**config.mk**
```make
export PLATFORM = sky130hd
export DESIGN_NAME = multicycle_ctrl
export DESIGN_NICKNAME = d
export VERILOG_FILES = /design/src/rtl/multicycle_ctrl.sv
export SDC_FILE = /design/constraint.sdc
export NUM_CORES = 1
export LEC_CHECK = 0
export CAP_MARGIN = 20
export CORE_MARGIN = 4
export CORE_UTILIZATION = 40
export CTS_CLUSTER_DIAMETER = 200
export CTS_CLUSTER_SIZE = 28
export DETAILED_ROUTE_END_ITERATION = 16
export PLACE_DENSITY = 0.82
export SYNTH_ARGS = -nofsm -noshare
export SYNTH_HDL_FRONTEND = slang
export SYNTH_SLANG_ARGS = --single-unit
```
**constraint.sdc**
```tcl
create_clock -name clock -period 1.8 [get_ports clock]
set_clock_uncertainty 0.05 [all_clocks]
set_input_delay 0.27 -clock clock [delete_from_list [all_inputs] [get_ports clock]]
set_output_delay 0.27 -clock clock [all_outputs]
set_load 0.02 [all_outputs]
```
**src/rtl/multicycle_ctrl.sv**
```systemverilog
// multicycle_ctrl: FETCH/DECODE/EXEC/MEM/WB control sequencer for the RISC-V datapath.
// Latency (ack on first request cycle): R/I and store 4 cycles, load 5 cycles, FETCH entry to FETCH entry.
// Backpressure: FETCH/MEM hold their request until ack; a wait of MAXWAIT cycles with no ack traps.
// Optional counters: define MULTICYCLE_CTRL_PERF_CNT_EN to add the retired and stall_cycles ports.
module multicycle_ctrl #(
    parameter int unsigned MAXWAIT = 15,
    parameter int unsigned WW      = 8
) (
    input  logic       clock,
    input  logic       reset,
    input  logic [6:0] opcode,
    input  logic [2:0] funct3,
    input  logic [6:0] funct7,
    output logic       imem_req,
    input  logic       imem_ack,
    output logic       dmem_req,
    output logic       dmem_we,
    input  logic       dmem_ack,
    output logic       irw,
    output logic       incr,
    output logic       regw,
    output logic       imm,
    output logic       memtoreg,
    output logic [3:0] AluOp,
    output logic [2:0] state,
    output logic       illegal
`ifdef MULTICYCLE_CTRL_PERF_CNT_EN
    ,
    output logic [31:0] retired,
    output logic [31:0] stall_cycles
`endif
);

    localparam logic [2:0] S_FETCH  = 3'd0;
    localparam logic [2:0] S_DECODE = 3'd1;
    localparam logic [2:0] S_EXEC   = 3'd2;
    localparam logic [2:0] S_MEM    = 3'd3;
    localparam logic [2:0] S_WB     = 3'd4;
    localparam logic [2:0] S_TRAP   = 3'd7;

    localparam logic [6:0] OP_R  = 7'b0110011;
    localparam logic [6:0] OP_I  = 7'b0010011;
    localparam logic [6:0] OP_LD = 7'b0000011;
    localparam logic [6:0] OP_ST = 7'b0100011;

    // Instruction class latched at DECODE exit; steers EXEC/MEM/WB routing.
    localparam logic [1:0] C_R  = 2'd0;
    localparam logic [1:0] C_I  = 2'd1;
    localparam logic [1:0] C_LD = 2'd2;
    localparam logic [1:0] C_ST = 2'd3;

    localparam logic [WW-1:0] WAIT_MAX = WW'(MAXWAIT);

    logic [2:0]    state_q, state_d;
    logic [WW-1:0] wait_q,  wait_d;
    logic [1:0]    cls_q,   cls_d;
    logic          imm_q,   imm_d;
    logic [3:0]    alu_q,   alu_d;

    // Only funct7[5] distinguishes SUB/SRA; the remaining bits are don't-care here.
    logic unused_funct7;
    assign unused_funct7 = ^{funct7[6], funct7[4:0]};

    // State, wait counter and decoded operand controls.
    always_ff @(posedge clock or posedge reset) begin
        if (reset) begin
            state_q <= S_FETCH;
            wait_q  <= '0;
            cls_q   <= C_R;
            imm_q   <= 1'b0;
            alu_q   <= 4'b0000;
        end else begin
            state_q <= state_d;
            wait_q  <= wait_d;
            cls_q   <= cls_d;
            imm_q   <= imm_d;
            alu_q   <= alu_d;
        end
    end

    // Next-state logic: handshakes with timeout, opcode classification, class routing.
    always_comb begin
        state_d = state_q;
        wait_d  = wait_q;
        cls_d   = cls_q;
        imm_d   = imm_q;
        alu_d   = alu_q;
        case (state_q)
            S_FETCH: begin
                if (imem_ack) begin
                    state_d = S_DECODE;
                    wait_d  = '0;
                end else if (wait_q == WAIT_MAX) begin
                    state_d = S_TRAP;
                    wait_d  = '0;
                end else begin
                    wait_d = wait_q + WW'(1);
                end
            end
            S_DECODE: begin
                state_d = S_EXEC;
                case (opcode)
                    OP_R: begin
                        cls_d = C_R;
                        imm_d = 1'b0;
                        alu_d = {funct7[5], funct3};
                    end
                    OP_I: begin
                        cls_d = C_I;
                        imm_d = 1'b1;
                        // Only shift-right distinguishes SRLI/SRAI via funct7[5].
                        alu_d = {(funct3 == 3'b101) ? funct7[5] : 1'b0, funct3};
                    end
                    OP_LD: begin
                        cls_d = C_LD;
                        imm_d = 1'b1;
                        alu_d = 4'b0000;
                    end
                    OP_ST: begin
                        cls_d = C_ST;
                        imm_d = 1'b1;
                        alu_d = 4'b0000;
                    end
                    default: state_d = S_TRAP;
                endcase
            end
            S_EXEC: begin
                state_d = (cls_q == C_LD || cls_q == C_ST) ? S_MEM : S_WB;
            end
            S_MEM: begin
                if (dmem_ack) begin
                    state_d = (cls_q == C_LD) ? S_WB : S_FETCH;
                    wait_d  = '0;
                end else if (wait_q == WAIT_MAX) begin
                    state_d = S_TRAP;
                    wait_d  = '0;
                end else begin
                    wait_d = wait_q + WW'(1);
                end
            end
            S_WB:    state_d = S_FETCH;
            S_TRAP:  state_d = S_TRAP;
            default: state_d = S_TRAP;
        endcase
    end

    // Outputs: Moore on state, except irw and the store incr which follow ack.
    // Reset forces every flag low immediately, dropping any outstanding request.
    always_comb begin
        imem_req = 1'b0;
        dmem_req = 1'b0;
        dmem_we  = 1'b0;
        irw      = 1'b0;
        incr     = 1'b0;
        regw     = 1'b0;
        memtoreg = 1'b0;
        illegal  = 1'b0;
        imm      = imm_q;
        AluOp    = alu_q;
        state    = state_q;
        if (!reset) begin
            case (state_q)
                S_FETCH: begin
                    imem_req = 1'b1;
                    irw      = imem_ack;
                end
                S_MEM: begin
                    dmem_req = 1'b1;
                    dmem_we  = (cls_q == C_ST);
                    incr     = dmem_ack && (cls_q == C_ST);
                end
                S_WB: begin
                    regw     = 1'b1;
                    incr     = 1'b1;
                    memtoreg = (cls_q == C_LD);
                end
                S_TRAP:  illegal = 1'b1;
                default: ;
            endcase
        end
    end

`ifdef MULTICYCLE_CTRL_PERF_CNT_EN
    logic [31:0] retired_q;
    logic [31:0] stall_q;
    logic        stall_now;

    assign stall_now    = (imem_req && !imem_ack) || (dmem_req && !dmem_ack);
    assign retired      = retired_q;
    assign stall_cycles = stall_q;

    // Retired count wraps; stall count saturates.
    always_ff @(posedge clock or posedge reset) begin
        if (reset) begin
            retired_q <= '0;
            stall_q   <= '0;
        end else begin
            if (incr) begin
                retired_q <= retired_q + 32'd1;
            end
            if (stall_now && (stall_q != 32'hFFFF_FFFF)) begin
                stall_q <= stall_q + 32'd1;
            end
        end
    end
`endif

endmodule

```
### After elaboration in Yosys (flattened, before gate mapping)

Index checks and enable logic that the tools add are counted.

* register bits: 18
* input bits: 21
* output and inout port bits: 16

* add/subtract/negate cells: 1
* eq/ne operators: 13
* muxes and demuxes: 31
* reduce and logical (&&, ||, !) cells: 13

Operator list (number)
* two-way mux 8 bit: 3
* two-way mux 3 bit: 6
* two-way mux 1 bit: 16
* case mux 8 bit (2 select lines): 1
* case mux 3 bit (5 select lines): 1
* equality test 7 x 6 -> 1 bit (second input constant): 2
* case mux 4 bit (3 select lines): 1
* equality test 3 bit (second input constant): 3
* adder 8 x 1 -> 8 bit (second input constant): 1
* equality test 8 x 4 -> 1 bit (second input constant): 1
* case mux 2 bit (4 select lines): 1
* equality test 7 x 2 -> 1 bit (second input constant): 1
* equality test 7 x 5 -> 1 bit (second input constant): 1
* equality test 3 x 2 -> 1 bit (second input constant): 2
* AND reduction 2 bit: 3
* equality test 2 bit (second input constant): 2
* case mux 1 bit (2 select lines): 2
* nonzero test 2 bit: 2
* nonzero test 4 bit: 1
* OR reduction 4 bit: 1
* equality test 3 x 1 -> 1 bit (second input constant): 1
* logical NOT 3 bit: 1
* nonzero test 3 bit: 1
* OR reduction 3 bit: 1
* 3 further kinds: 3

### Depth between registers and ports, before layout

Gate-level depths: netlist of run 1.

* word-level depth: 4
* gate-level depth with buffers: 6
* depth with buffers taken out: 5

### Worst setup path before layout of run 1

No wires, ideal clock.

* kind: register to output
* start: register state_q[1] (netlist: state[1])
* end: output incr
* data arrival time: 2.165 ns
* slack: -0.685 ns
* cell stages (with the launch flop): 6
* cell sequence: dfrtp_1 -> clkbuf_1 -> nor4bb_1 -> and3_1 -> nand2_1 -> nand2_1

* longest elaborated chain between the ends: 3
* elaborated cells between the ends (all ways): 4

RTL lines
* start: declaration: RTL line 54 `logic [2:0] state_q, state_d;`
* start signal: assignment: RTL line 73 `state_q <= state_d;`
* equality test 3 bit or equality test 3 x 2 -> 1 bit (tied branches): RTL line 162 `case (state_q)`
* case mux 1 bit (2 select lines) *: RTL line 162
* two-way mux 1 bit *: RTL line 161 `if (!reset) begin`
* end: declaration: RTL line 20 `output logic incr,`

Every way passes the cells marked *; elsewhere a longest branch is shown, timed or not.

### Final worst setup path of run 1

* start: register wait_q[0]
* end: register state_q[0] (netlist: state[0])

* longest elaborated chain between the ends: 4
* elaborated cells between the ends (all ways): 5

RTL lines
* start: declaration: RTL line 55 `logic [WW-1:0] wait_q, wait_d;`
* start signal: assignment: RTL line 74 `wait_q <= wait_d;`
* equality test 8 x 4 -> 1 bit *: RTL line 93, 134
* two-way mux 3 bit *
* two-way mux 3 bit, on equally long branches
* case mux 3 bit (5 select lines) *
* named net state_d[0]: RTL line 54

The timed path passes the listed nets; every way through them passes the cells marked *.
A chain may end at the register's enable or synchronous reset.

==> results of run 1 <==
critical path, cell delays in order (launching register included):
cell and delay (ns):
dfrtp_1 0.37, ha_2 0.19, or4b_1 0.43, or3_4 0.38
nor3b_1 0.16, o32ai_2 0.21
layout make-up:
cell class	count	area, µm²	share of cell area, %
inverters	2	7.51	0.447
repair buffers	56	490	29.2
flip-flops and latches	18	450	26.8
clock buffers	3	22.5	1.34
multi-input cells	94	669	39.9
well taps	30	37.5	2.24
registers in the layout, summed over array words and instances, names as in the netlist:
name	cells
wait_q	8
imm	1
AluOp	4
state	3
cls_q	2
cells in the final DEF, fill, tap and decap left out, drive strengths merged:
| cell type | Yosys | final |
|---|---|---|
| and3b | 1 | 1 |
| nand4b | 1 | 1 |
| nor2 | 12 | 12 |
| o32ai | 1 | 1 |
| nand3 | 3 | 3 |
| nor4b | 3 | 3 |
| dlymetal6s2s | 0 | 1 |
| nor3 | 2 | 2 |
| xor2 | 2 | 2 |
| buf | 3 | 32 |
| ha | 1 | 1 |
| nand2 | 22 | 22 |
| o211ai | 1 | 1 |
| nor4bb | 4 | 4 |
| nand3b | 3 | 3 |
| dfrtp | 18 | 18 |
| a21oi | 7 | 7 |
| a22oi | 1 | 1 |
| clkbuf | 5 | 4 |
| nor4 | 1 | 1 |
| and3 | 1 | 1 |
| nor3b | 2 | 2 |
| o22ai | 2 | 2 |
| o21a | 1 | 1 |
| xnor2 | 5 | 5 |
| and4 | 1 | 1 |
| or2 | 1 | 1 |
| and2 | 1 | 1 |
| inv | 2 | 2 |
| clkdlybuf4s50 | 0 | 18 |
| o21ai | 8 | 8 |
| nand4 | 1 | 1 |
| o21bai | 1 | 1 |
| or4b | 1 | 1 |
| dlygate4sd2 | 0 | 4 |
| nor2b | 1 | 1 |
| or3 | 1 | 1 |
| a21o | 1 | 1 |
| mux2i | 1 | 1 |
final timing paths:
| check | startpoint | endpoint | slack, ns | cells after the start |
|---|---|---|---|---|
| worst min register to register | AluOp[2] | AluOp[2] | 0.44 | 2 |
| worst min-delay path | reset | wait_q[0] | 0.24 | 3 |
| worst max register to register | wait_q[0] | state[0] | -0.09 | 5 |
| min in group clock | AluOp[2] | AluOp[2] | 0.44 | 2 |
| max in group asynchronous | reset | AluOp[2] | 1.27 | 3 |
| worst max-delay path | wait_q[0] | state[0] | -0.09 | 5 |
metrics by stage:
step,TNS [ns],worst slack [ns],power [W],std cells,instance area (µm²)
after global routing,-1.07,-0.147,0.00212,203,1680
after floorplan,-0.170,-0.0980,0.00125,122,1120
after detailed placement,-3.39,-0.577,0.00168,195,1580
final,-0.0871,-0.0871,0.00197,203,1680
after global placement,-2.91,-0.561,0.00163,195,1580
after CTS,-0.169,-0.0921,0.00189,199,1610
routing by layer:
| layer | share of wire, % | vias up |
|---|---|---|
| met3 | 6.9 | 3 |
| li1 | - | 530 |
| met2 | 51 | 35 |
| met4 | 1.4 | 0 |
| met1 | 41 | 518 |
| met5 | 0 | - |
cell families (layout without fill, tap and decap cells):
| group | after synthesis | count (layout) | synth area share (%) |
|---|---|---|---|
| AO/OA/AOI/OAI | 23 | 23 | 13.7 |
| XOR/XNOR | 7 | 7 | 5.81 |
| adder cells (fa/ha/maj) | 1 | 1 | 1.18 |
| buffers and inverters | 10 | 61 | 3.79 |
| flip-flops | 18 | 18 | 42.7 |
| multiplexers | 1 | 1 | 0.948 |
| AND/OR/NAND/NOR | 62 | 62 | 31.9 |
report_power, final:
part / switching, W / internal [W]
Sequential: 0.000101 / 0.000508
Clock: 0.000120 / 0.0000780
Combinational: 0.000597 / 0.000568
what timing repair did:
| item | CTS | global route |
|---|---|---|
| endpoints found under the setup margin | 20 | 25 |
| setup buffers | 1 | 4 |
| gates resized for setup | 35 | 18 |
| pin swaps | 1 | 6 |
==> summary.txt, run 1 <==
STA
  • Final setup vio count: 1
  • Final max-slew violation count: 0
  • Slew @ Worst Pin: 0.589 ns
  • RSZ-0062 raised after global routing: yes
  • Final min period: between 1.5 and 2 ns
  • Tcrit/Tclk final: 105%
  • Headroom to the max-slew limit: 60.6%
  • Fin. Hold Viols: 0
  • Fmax: 530 MHz
  • Hold WS: 0.243 ns
  • Min setup slack post-route: -0.0871 ns

Clock tree
  • CTS clk-pin slew, worst paths: 0.10 ns
  • Skew-Pair Late Insertion Delay: 0.29 ns
  • Root buf cell: clkbuf_4
  • CTS tree: yes
  • Htree depth: 1
  • Clock Path Buffers: 2
  • Cts hold-fix bufs: 0
  • Inserted Clock Buffers: 3
  • CTS sink cnt: 18

Global route
  • Grt total ovfl: 0
  • Largest net degree at the start of global routing: 19
  • Gr busiest metal: met2
  • Grt met2 use: slightly above 30%
  • GR Layer Usage met3: 3.49%
  • GR Util All Layers: 17.1%
  • Vias in the first global route: ~1100
  • Met1 global-route usage: 19.2%
  • Initial antenna violation count: 0
  • Global-route wire length before repair: 4.62 mm

Hold path
  • HP Class: input pin to async pin

Outcome
  • Result of the run: finished with violations
  • Failing checks: setup timing

Final layout
  • Final nets: 197
  • Fill cells: 215
  • Layout cells sized above 1: 31.2%
  • Antenna cell count: 0
  • P&R area growth vs syn: 58.9%
  • Final Core Density: 67.1%

Pwr
  • Peak VDD IR: 0.916 mV
  • Power density cells: 1180 nW/µm²
  • Leakage: ~0.76 nW

Floorplan
  • # IOs: 37
  • Die area: 3530 µm²
  • Die height: 59.4 µm
  • Die X-Extent: 59.4 µm
  • # rows: 18
  • Starting density of the core: 42.2%
  • Core area: 2500 µm²

Route
  • Remaining routing DRC violations: 0
  • TritonRoute pass-1 iters: 4
  • Final ANT Viol Nets: 0
  • Vias after detailed routing: roughly 1100
  • Starting DRT DRC Count: 10
  • Drt total wl: 2.72 mm
  • Vias per inst: 5.35
  • WL/cell: 13.4 µm

Logic synthesis
  • Top_reg_cell synth: dfrtp_1
  • Area leader, netlist: dfrtp_1
  • Top-area cell type share of the netlist area: a little over two fifths
  • Sequential fraction of the synthesis area: 42.7%
  • Post-synthesis async set-or-reset flop share: 100%
  • Number of synthesized flops with an enable pin: 0
  • Yosys warnings: 0
  • Post-synthesis cell count: around 120
  • Syn avg cell area: between 8 and 9 µm²
  • Ranking of synthesized cells by area: dfrtp_1, nand2_1, nor2_1
  • Cell variety after synth: 38
  • Register bit total from synthesis: 18
  • Commonest cells post-synth: nand2_1, dfrtp_1, nor2_1
  • Most common cell in the netlist: nand2_1
  • Synthesized cell area: 1060 µm²
  • Mapped Nets: 144

Worst setup path
  • Data arrival, critical path: 2.04 ns
  • WS Path Type: register to register
  • Crit path required time: 1.95 ns
  • Worst Path Max Fanout: 4
  • Startpoint types: register
  • CP Capture Type: register

Job
  • Max-cap violation count: 0

Placement
  • # port buffers: 30
  • DP HPWL: 2.06 mm
  • Gpl congestion: 0.811
(Power assumes the default switching activity.)
==> run 2, diff against run 1 <==
ABC_AREA = 1   (was not set)
CELL_PAD_IN_SITES_DETAIL_PLACEMENT = 0   (was not set)
CELL_PAD_IN_SITES_GLOBAL_PLACEMENT = 1   (was not set)
CORE_MARGIN = 1.5   (was 4)
CORE_UTILIZATION = 28   (was 40)
PLACE_DENSITY = 0.81   (was 0.82)
==> run 2 against run 1 <==
  * Clock power is 70% higher
  * The flow now finishes without violations
  * Largest cell class unchanged
  * Global-route usage fell by 4.3 points
  * Synthesized area grew 10%
==> summary.txt, run 2 <==
Outcome
  • Result of the run: complete, no violations (was finished with violations)

Clock tree
  • CTS sink cnt: 18 (unchanged)
  • Skew-Pair Late Insertion Delay: 0.26 ns (was 0.29 ns)
  • Root buf cell: clkbuf_8 (was clkbuf_4)
  • CTS tree: yes (unchanged)
  • Htree depth: 1 (unchanged)
  • Inserted Clock Buffers: 3 (unchanged)
  • Cts hold-fix bufs: 0 (unchanged)
  • Clock Path Buffers: 2 (unchanged)
  • CTS clk-pin slew, worst paths: 0.07 ns (was 0.10 ns)

STA
  • RSZ-0062 raised after global routing: yes (unchanged)
  • Tcrit/Tclk final: 95.7% (was 105%)
  • Headroom to the max-slew limit: 82.6% (was 60.6%)
  • Final max-slew violation count: 0 (unchanged)
  • Fin. Hold Viols: 0 (unchanged)
  • Fmax: 580 MHz (was 530 MHz)
  • Final min period: 1.72 ns (was 1.89 ns)
  • Slew @ Worst Pin: 0.260 ns (was 0.589 ns)
  • Setup TNS Final: 0 ns (was -0.0871 ns)
  • Min setup slack post-route: 0.0768 ns (was -0.0871 ns)
  • Final setup vio count: 0 (was 1)

Route
  • Drt total wl: 2.61 mm (was 2.72 mm)
  • Vias per inst: 4.30 (was 5.35)
  • Starting DRT DRC Count: 48 (was 10)
  • WL/cell: 9.52 µm (was 13.4 µm)
  • Final ANT Viol Nets: 0 (unchanged)
  • TritonRoute pass-1 iters: 4 (unchanged)
  • Vias after detailed routing: 1178 (was 1086)
  • Remaining routing DRC violations: 0 (unchanged)

Floorplan
  • Starting density of the core: 29.0% (was 42.2%)
  • Die X-Extent: 67.4 µm (was 59.4 µm)
  • Die height: 67.4 µm (was 59.4 µm)
  • Die area: 4540 µm² (was 3530 µm²)
  • Core area: 4000 µm² (was 2500 µm²)
  • # rows: 23 (was 18)
  • # IOs: 37 (unchanged)

Logic synthesis
  • Syn avg cell area: 6.83 µm² (was 8.66 µm²)
  • Area leader, netlist: dfrtp_1 (unchanged)
  • Most common cell in the netlist: nand2_1 (unchanged)
  • Commonest cells post-synth: nand2_1, inv_1, nor2_1 (was nand2_1, dfrtp_1, nor2_1)
  • Cell variety after synth: 24 (was 38)
  • Yosys warnings: 0 (unchanged)
  • Mapped Nets: 192 (was 144)
  • Top-area cell type share of the netlist area: 38.8% (was 42.7%)
  • Post-synthesis async set-or-reset flop share: 100% (unchanged)
  • Synthesized cell area: 1160 µm² (was 1060 µm²)
  • Number of synthesized flops with an enable pin: 0 (unchanged)
  • Register bit total from synthesis: 18 (unchanged)
  • Sequential fraction of the synthesis area: 38.8% (was 42.7%)
  • Post-synthesis cell count: 170 (was 122)
  • Top_reg_cell synth: dfrtp_1 (unchanged)
  • Ranking of synthesized cells by area: dfrtp_1, nand2_1, inv_1 (was dfrtp_1, nand2_1, nor2_1)

Job
  • Max-cap violation count: 0 (unchanged)

Worst setup path
  • Startpoint types: input pin (was register)
  • Worst Path Max Fanout: 4 (unchanged)
  • Slowest stage delay, CP: 0.49 ns (was 0.43 ns)
  • Crit path max-delay cell type: clkdlybuf4s50_1 (was or4b_1)
  • Critical path cell sequence: clkdlybuf4s50_1 -> inv_1 -> buf_4 -> nand2_1 -> inv_1 -> clkdlybuf4s15_1 (was ha_2 -> or4b_1 -> or3_4 -> nor3b_1 -> o32ai_2)
  • CP Capture Type: primary output (was register)
  • Crit path required time: 1.48 ns (was 1.95 ns)
  • Most numerous cell on the critical path: inv_1
  • Data arrival, critical path: 1.40 ns (was 2.04 ns)
  • WS Path Type: input pin to primary output (was register to register)

Hold path
  • HP Class: input pin to async pin (unchanged)

Placement
  • # port buffers: 30 (unchanged)
  • Setup WS pre-CTS: -0.262 ns (was -0.577 ns)
  • Gpl congestion: 0.765 (was 0.811)
  • DP HPWL: 2.09 mm (was 2.06 mm)

Pwr
  • Peak VDD IR: 0.346 mV (was 0.916 mV)
  • Power density cells: 1200 nW/µm² (was 1180 nW/µm²)
  • Leakage: 0.895 nW (was 0.765 nW)

Final layout
  • Layout cells sized above 1: 21.9% (was 31.2%)
  • Commonest non-fill, non-tap cells in the layout: nand2_1, inv_1, buf_4, nor2_1, clkdlybuf4s50_1 (was buf_4, nand2_1, dfrtp_1, clkdlybuf4s50_1, nor2_1)
  • Antenna cell count: 0 (unchanged)
  • Final nets: 247 (was 197)
  • Max reg flops: 8 (unchanged)
  • Fill cells: 410 (was 215)
  • P&R area growth vs syn: 47.3% (was 58.9%)
  • Largest register by flop count: wait_q (unchanged)
  • Commonest non-fill, non-tap cell in the layout: nand2_1 (was buf_4)

Global route
  • Vias in the first global route: 1027 (was 1095)
  • Grt total ovfl: 0 (unchanged)
  • GR Util All Layers: 12.8% (was 17.1%)
  • Global-route wire length before repair: 4.44 mm (was 4.62 mm)
  • Largest net degree at the start of global routing: 16 (was 19)
  • Initial antenna violation count: 0 (unchanged)
[run 2: cell types whose count changed after synthesis, moves of 4 or more]
| cell | before | now |
|---|---|---|
| nand2_1 | 22 | 57 |
| nor2_1 | 12 | 22 |
| inv_1 | 2 | 22 |
| nand3_1 | 3 | 12 |
| xnor2_1 | 5 | 0 |
| inv_2 | 0 | 4 |
| clkbuf_1 | 5 | 0 |
| nor4bb_1 | 4 | 0 |
[run 2: final timing paths]
check                      cells past startpoint  slack (ns)        end      from
max                                            6        0.08       regw     reset
min                                            3        0.31   state[2]     reset
max reg2reg                                    8        0.30  wait_q[3]  state[1]
min reg2reg                                    2        0.43   AluOp[3]  AluOp[3]
max in group asynchronous                      3        1.14   state[1]     reset
min in group clock                             2        0.43   AluOp[3]  AluOp[3]
[run 2: cell families after synthesis]
| kind of cell | after synthesis | share of synthesized area [%] |
|---|---|---|
| fa+ha+maj | 1 | 1.08 |
| flops | 18 | 38.8 |
| simple gates | 107 | 42.4 |
| xor+xnor | 3 | 2.26 |
| compound gates | 15 | 7.11 |
| buf+inv | 26 | 8.40 |
[run 2: per-layer routing]
layer  share of wire [%]  GRT usage (%)  vias to the layer above  routed length, µm
met3                 3.8           2.33                        5                100
li1                    -              -                      635                  -
met4                 1.6           4.59                        0                 43
met2                  43           19.6                       27               1130
met1                  51           18.1                      511               1330
met5                   0              0                        -                  0
[run 2: area by class of cell]
type / count / area [µm²] / area share [%]
well taps: 50 / 62.6 / 3.66
multi-input cells: 126 / 616 / 36.0
inverters: 26 / 97.6 / 5.71
repair buffers: 50 / 427 / 24.9
flip-flops and latches: 18 / 453 / 26.5
clock buffers: 4 / 55.1 / 3.22
[run 2: what timing repair did]
| item | 4_1_cts | 5_1_grt |
|---|---|---|
| endpoints found under the hold margin | 0 | 0 |
| gates resized for setup | 19 | 9 |
| endpoints found under the setup margin | 8 | 8 |
| setup buffers | 1 | 1 |
| gates cloned | 0 | 0 |
[run 2: critical path, delay by kind of cell]
kind	cells	cell delay [ns]
buffers and inverters	5	1.03
AND/OR/NAND/NOR	1	0.10
[run 2: metrics by stage]
stage	hold slack, ns	instance area, µm²	total power [W]	std cells	utilization [%]
after detailed placement	0.414	1660	0.00171	268	41.5
final	0.309	1710	0.00205	274	42.8
after floorplan	0.175	1160	0.00123	170	-
after global routing	0.334	1710	0.00222	274	42.8
after global placement	0.418	1660	0.00171	268	41.5
after CTS	0.307	1710	0.00205	273	42.7
[run 2: power breakdown]
group	leakage, nW	internal (W)	total, W	switching [W]
Sequential	0.230	0.000517	0.000621	0.000104
Combinational	0.636	0.000487	0.00109	0.000601
Clock	0.0288	0.000195	0.000337	0.000142
==> run 3, diff against run 2 <==
TNS_END_PERCENT = 50   (was not set)
==> results of run 3 <==
The final DEF is identical to that of run 2; final timing and power are the same.
